==> src/rtl/rank_pkg.sv <==
// Shared types and helpers for the rank frame collector.
package rank_pkg;

    localparam int RANK_DATA_W = 8;

    typedef enum logic {
        FILL  = 1'b0,
        DRAIN = 1'b1
    } rank_state_e;

    // Upper median position of a frame.
    function automatic int med_idx(input int frame_len);
        return frame_len / 2;
    endfunction

endpackage

==> src/rtl/rank_frame_mem.sv <==
// Frame buffer: one synchronous write port, two asynchronous read ports
// (replay and statistics tap).
module rank_frame_mem
    import rank_pkg::*;
#(
    parameter int DATA_W    = RANK_DATA_W,
    parameter int FRAME_LEN = 16,
    parameter int PTR_W     = $clog2(FRAME_LEN)
) (
    input  logic              aclk,
    input  logic              we,
    input  logic [PTR_W-1:0]  waddr,
    input  logic [DATA_W-1:0] wdata,
    input  logic [PTR_W-1:0]  raddr_a,
    output logic [DATA_W-1:0] rdata_a,
    input  logic [PTR_W-1:0]  raddr_b,
    output logic [DATA_W-1:0] rdata_b
);

    logic [DATA_W-1:0] mem [FRAME_LEN];

    always_ff @(posedge aclk) begin
        if (we) begin
            mem[waddr] <= wdata;
        end
    end

    assign rdata_a = mem[raddr_a];
    assign rdata_b = mem[raddr_b];

endmodule

==> src/rtl/rank_frame_collect.sv <==
// Collects one sorted frame from the rank core, publishes min/max/median and
// an order-violation flag, then replays the frame on a valid/ready stream.
module rank_frame_collect
    import rank_pkg::*;
#(
    parameter int DATA_W    = RANK_DATA_W,
    parameter int FRAME_LEN = 16
) (
    input  logic              aclk,
    input  logic              areset,
    input  logic              s_valid,
    input  logic [DATA_W-1:0] s_data,
    output logic              s_ready,
    output logic              m_valid,
    output logic [DATA_W-1:0] m_data,
    output logic              m_last,
    input  logic              m_ready,
    output logic              frame_done,
    output logic [DATA_W-1:0] min_out,
    output logic [DATA_W-1:0] max_out,
    output logic [DATA_W-1:0] med_out,
    output logic              sort_err
);

    localparam int               PTR_W       = $clog2(FRAME_LEN);
    localparam logic [PTR_W-1:0] LAST_IDX    = PTR_W'(FRAME_LEN - 1);
    localparam logic [PTR_W-1:0] MED_IDX     = PTR_W'(med_idx(FRAME_LEN));
    localparam bit               MED_IS_LAST = (med_idx(FRAME_LEN) == FRAME_LEN - 1);

    rank_state_e       state, state_nxt;
    logic [PTR_W-1:0]  wr_ptr, rd_ptr;
    logic [DATA_W-1:0] prev, first_smp, rd_data, tap_data;
    logic              err_acc;
    logic              accept, fill_last, xfer, drain_last, dec;

    assign s_ready    = (state == FILL);
    assign accept     = s_valid && s_ready;
    assign fill_last  = accept && (wr_ptr == LAST_IDX);
    assign dec        = (wr_ptr != '0) && (s_data < prev);

    assign m_valid    = (state == DRAIN);
    assign m_last     = m_valid && (rd_ptr == LAST_IDX);
    assign m_data     = m_valid ? rd_data : '0;
    assign xfer       = m_valid && m_ready;
    assign drain_last = xfer && m_last;

    rank_frame_mem #(
        .DATA_W    (DATA_W),
        .FRAME_LEN (FRAME_LEN),
        .PTR_W     (PTR_W)
    ) u_mem (
        .aclk    (aclk),
        .we      (accept),
        .waddr   (wr_ptr),
        .wdata   (s_data),
        .raddr_a (rd_ptr),
        .rdata_a (rd_data),
        .raddr_b (MED_IDX),
        .rdata_b (tap_data)
    );

    always_comb begin
        state_nxt = state;
        case (state)
            FILL:    if (fill_last)  state_nxt = DRAIN;
            DRAIN:   if (drain_last) state_nxt = FILL;
            default: state_nxt = FILL;
        endcase
    end

    always_ff @(posedge aclk) begin
        if (areset) begin
            state <= FILL;
        end else begin
            state <= state_nxt;
        end
    end

    // The last sample is still in flight to the buffer when statistics load,
    // so it is taken straight from s_data; index 0 is held in first_smp.
    always_ff @(posedge aclk) begin
        if (areset) begin
            wr_ptr     <= '0;
            rd_ptr     <= '0;
            err_acc    <= 1'b0;
            frame_done <= 1'b0;
            sort_err   <= 1'b0;
            min_out    <= '0;
            max_out    <= '0;
            med_out    <= '0;
        end else begin
            frame_done <= fill_last;
            if (accept) begin
                wr_ptr <= fill_last ? '0 : wr_ptr + 1'b1;
                if (dec) begin
                    err_acc <= 1'b1;
                end
            end
            if (fill_last) begin
                min_out  <= first_smp;
                max_out  <= s_data;
                med_out  <= MED_IS_LAST ? s_data : tap_data;
                sort_err <= err_acc || dec;
            end
            if (xfer) begin
                rd_ptr <= drain_last ? '0 : rd_ptr + 1'b1;
            end
            if (drain_last) begin
                err_acc <= 1'b0;
            end
        end
    end

    always_ff @(posedge aclk) begin
        if (accept) begin
            prev <= s_data;
            if (wr_ptr == '0) begin
                first_smp <= s_data;
            end
        end
    end

endmodule

==> config.mk <==
export PLATFORM = sky130hd
export DESIGN_NAME = rank_frame_collect
export DESIGN_NICKNAME = d
export VERILOG_FILES = /design/src/rtl/rank_pkg.sv /design/src/rtl/rank_frame_mem.sv /design/src/rtl/rank_frame_collect.sv
export SDC_FILE = /design/constraint.sdc
export NUM_CORES = 1
export LEC_CHECK = 0
export CELL_PAD_IN_SITES_DETAIL_PLACEMENT = 1
export CELL_PAD_IN_SITES_GLOBAL_PLACEMENT = 1
export CORE_ASPECT_RATIO = 0.5
export CORE_MARGIN = 2
export CORE_UTILIZATION = 51
export CTS_BUF_LIST = sky130_fd_sc_hd__clkbuf_8
export CTS_CLUSTER_DIAMETER = 120
export DETAILED_ROUTE_END_ITERATION = 16
export GPL_TIMING_DRIVEN = 0
export PLACE_DENSITY_LB_ADDON = 0.2
export SETUP_SLACK_MARGIN = 0.4
export SYNTH_ARGS = -nofsm -noshare
export SYNTH_HDL_FRONTEND = slang
export SYNTH_SLANG_ARGS = --single-unit
==> constraint.sdc <==
create_clock -name aclk -period 2.1 [get_ports aclk]
set_clock_uncertainty 0.2 [all_clocks]
set_input_delay 0.21 -clock aclk [delete_from_list [all_inputs] [get_ports aclk]]
set_output_delay 0.21 -clock aclk [all_outputs]
set_load 0.01 [all_outputs]
==> results.md <==
- Unrepaired setup endpoints after global routing: true
- DRC Markers: 0
- Vias: between 4000 and 5000
- DR vias/cell: 6.45
- Most Used Layer, Global Route: met2
- Area of the mapped netlist: approximately 7000 sq um
- Met1 GRT Util: approximately two fifths
- Critical Path RT: approximately 1.7 ns
- PwrDens: between 600 and 700 nW/um^2
- First-pass GRT wire length: 31500 um
- Die ar.: 14700 sq um
- Crit Path Category: reg2out
- Final GP Congestion: ~0.84
- Hold crit path type: in2reg
- Vias in the first global route: 4804
- Worst-Margin Slew: roughly 0.95 ns
- EDFF count, synth: ~140
- CTS buffer count: 17
- Period minus WS final: ~2.7 ns
- Slew headroom: between 30% and 40%
- Deepest level of the CTS H-tree: 4
- Max Slew Vio Count: 0
- Mapped Avg Cell Area: about 15 sq um
- Final Hold Slack: between 0.05 and 0.06 ns
- Die X-Extent: between 150 and 200 um
- Remaining Overflow, GRT: 0
- ANT cells: 0
- Cell Chain, Critical Path: buf_8, buf_12, buf_16, mux4_2, mux2i_4, o22ai_2, buf_2
- Total power: ~6500 uW
- CP Capture Type: primary output
- I/O Pins: 49
- Critical path launch point type: flip-flop
- Worst Path Arrival: 2.25 ns
- R2r setup slk: -0.14 ns
- DR WL/cell: about 33 um
- Reg2reg start: m_valid
- Reg2Reg Depth: 12
- Largest net degree at the start of global routing: 20
- Detail Route Antenna Nets: 0
- Met3 GRT Util: approximately 7.7%
- CP endpoint: m_data[7]
- FF-to-FF End: med_out[0]
- Final std cells w/o fill: approximately 770
- Seq cells post-synth: 176
- Initial antenna violation count: 0
- Setup TNS: -10.35 ns
- Max incr delay on CP: about 0.57 ns
- Violations in the final reports: negative setup slack
- Outcome: complete, but fails checks
- Post-DP HPWL: between 10000 and 15000 um
- Filler instances: ~1100
- Fin. Hold Viols: 0
- IO buf count: 47
- First DRT Iteration DRCs: ~490
- Primary FF master, synth: edfxtp_1
- Max clock buf depth: 2
- Worst Setup Slack, final: -0.563 ns
- Clock Pin Slew Worst Setup and Hold Paths: 0.12 ns
- Pleak: 0.00331 uW
- Skew-Pair Late Insertion Delay: about 0.50 ns
- Area Overhead vs Synth: 34.1%
- Slowest cell on the critical path: mux4_2
- CP max FO: 5
- Final net count: approximately 600
- Initial core utilization: between 50% and 60%
- Max Clock Freq: about 380 MHz
- Clock Sinks: approximately 180
- Met2 Resource Use GR: 50.7%
- GRT Util Overall: between 30% and 40%
- CTS tree: done
- Final setup viols: 101
- Share of cells above drive strength 1: 44.2%
- Share of flip-flops with an asynchronous set or reset: 0%
- Dpl ws: -0.715 ns
- Syn Inst Count: between 400 and 500
- DR pass1 iterations: 5
- Chip height: 86.9 um
- Sequential cell area fraction in the yosys report: a little over two thirds
- CTS root buf: clkbuf_8
- MaxCap Viol Count: 0
- Placed insts: roughly 700
- Row cnt: 30
- Routed wire length: ~25000 um
- Core Footprint: roughly 13000 sq um
- Peak supply drop: between 400 and 500 uV
- Synth warn: 0
- Syn Nets: a little under 500
- Unique masters post-synth: 40
- Final Cycle Share: 127%
[critical path, delay by kind of cell, from the launching register on]
kind            cells  cell delay (ns)
flops               1             0.36
mux                 2             0.79
buf+inv             4             0.53
compound gates      1             0.08
[what timing repair did]
action	4_1_cts	5_1_grt
cloned	5	1
pin swaps	33	18
resized for setup	264	78
buffers inserted	20	16
endpoints found under the setup margin	199	177
endpoints found under the hold margin	1	0
hold buffers	2	0
[metrics by stage]
step | utilization [%] | instance area (sq um)
global route | 69.7 | 9400
finish | 69.7 | 9400
global placement | 57.2 | 7710
CTS | 66.4 | 8950
detailed placement | 57.2 | 7710
floorplan | - | 7020
[layout make-up]
| type | count | area, sq um | share of cell area [%] |
|---|---|---|---|
| Buffer | 23 | 289 | 3.08 |
| Clock buffer | 18 | 248 | 2.64 |
| Clock inverter | 14 | 138 | 1.46 |
| Inverter | 14 | 85.1 | 0.906 |
| Multi-Input combinational cell | 255 | 2510 | 26.7 |
| Sequential cell | 176 | 4900 | 52.1 |
| Tap cell | 176 | 220 | 2.34 |
| Timing Repair Buffer | 90 | 992 | 10.6 |
| Timing Repair inverter | 1 | 16.3 | 0.173 |
[kinds of logic (layout without fill, tap and decap cells)]
kind of cell	after synthesis	after routing	share of synthesized area, %
AND/OR/NAND/NOR	114	114	7.48
multiplexers	54	54	10.9
XOR/XNOR	2	2	0.250
adder cells (fa/ha/maj)	12	12	2.14
buffers and inverters	37	160	3.07
AO/OA/AOI/OAI	73	73	6.41
flip-flops	176	176	69.7
[routing by layer]
layer  wire [um]  vias to the layer above  share of wire, %
li1            -                     1980                 -
met1        9830                     2557                39
met2       12100                      349                48
met3        2470                       62               9.8
met4         801                        0               3.2
met5           0                        -                 0
[state kept, by name (all words and copies together), names as in the netlist, named ones only]
name / count
u_mem.mem: 121
max_out: 8
med_out: 8
min_out: 8
prev: 8
first_smp: 7
rd_ptr: 4
wr_ptr: 4
err_acc: 1
frame_done: 1
m_valid: 1
sort_err: 1
[placed cells by master (no fill, tap or decap), drive strengths merged, types with 3 or more instances in the layout]
master and n:
a311oi 3, nor2 14, o21ai 4, a22oi 14
o22ai 5, ha 12, a21oi 38, mux2i 39
dfxtp 40, nand2 66, mux4 15, edfxtp 136
clkinv 8, nor3b 3, and2 16, inv 20
clkdlybuf4s15 6, buf 65, clkbuf 29, dlygate4sd2 27
nand2b 4
[how the worst min path moves through the flow]
stage / to / from / cells past startpoint
finish: err_acc / areset / 2
global route: err_acc / areset / 2
CTS: sort_err / areset / 2
detailed placement: min_out[4] / min_out[4] / 2
global placement: med_out[1] / med_out[1] / 2
floorplan: first_smp[0] / s_data[0] / 0
[cells in the mapped netlist (4+ instances only)]
cell / count / share of area [%]
mux4_2: 5 / 1.6
clkbuf_1: 11 / 0.59
o21ai_0: 4 / 0.29
o22ai_1: 5 / 0.45
mux4_1: 10 / 3.7
a22oi_1: 14 / 1.5
nand2b_1: 4 / 0.36
dfxtp_1: 40 / 11
ha_1: 12 / 2.1
nor2_1: 14 / 0.75
buf_6: 4 / 0.64
inv_1: 12 / 0.64
mux2i_1: 39 / 5.6
edfxtp_1: 136 / 58
and2_1: 16 / 1.4
nand2_1: 65 / 3.5
a21oi_1: 38 / 2.7
[power by group]
part           switching [uW]  internal (uW)
Clock                    1520            917
Sequential               30.6           3780
Combinational             202           99.5
No activity file was read; power rests on OpenSTA's default activity.
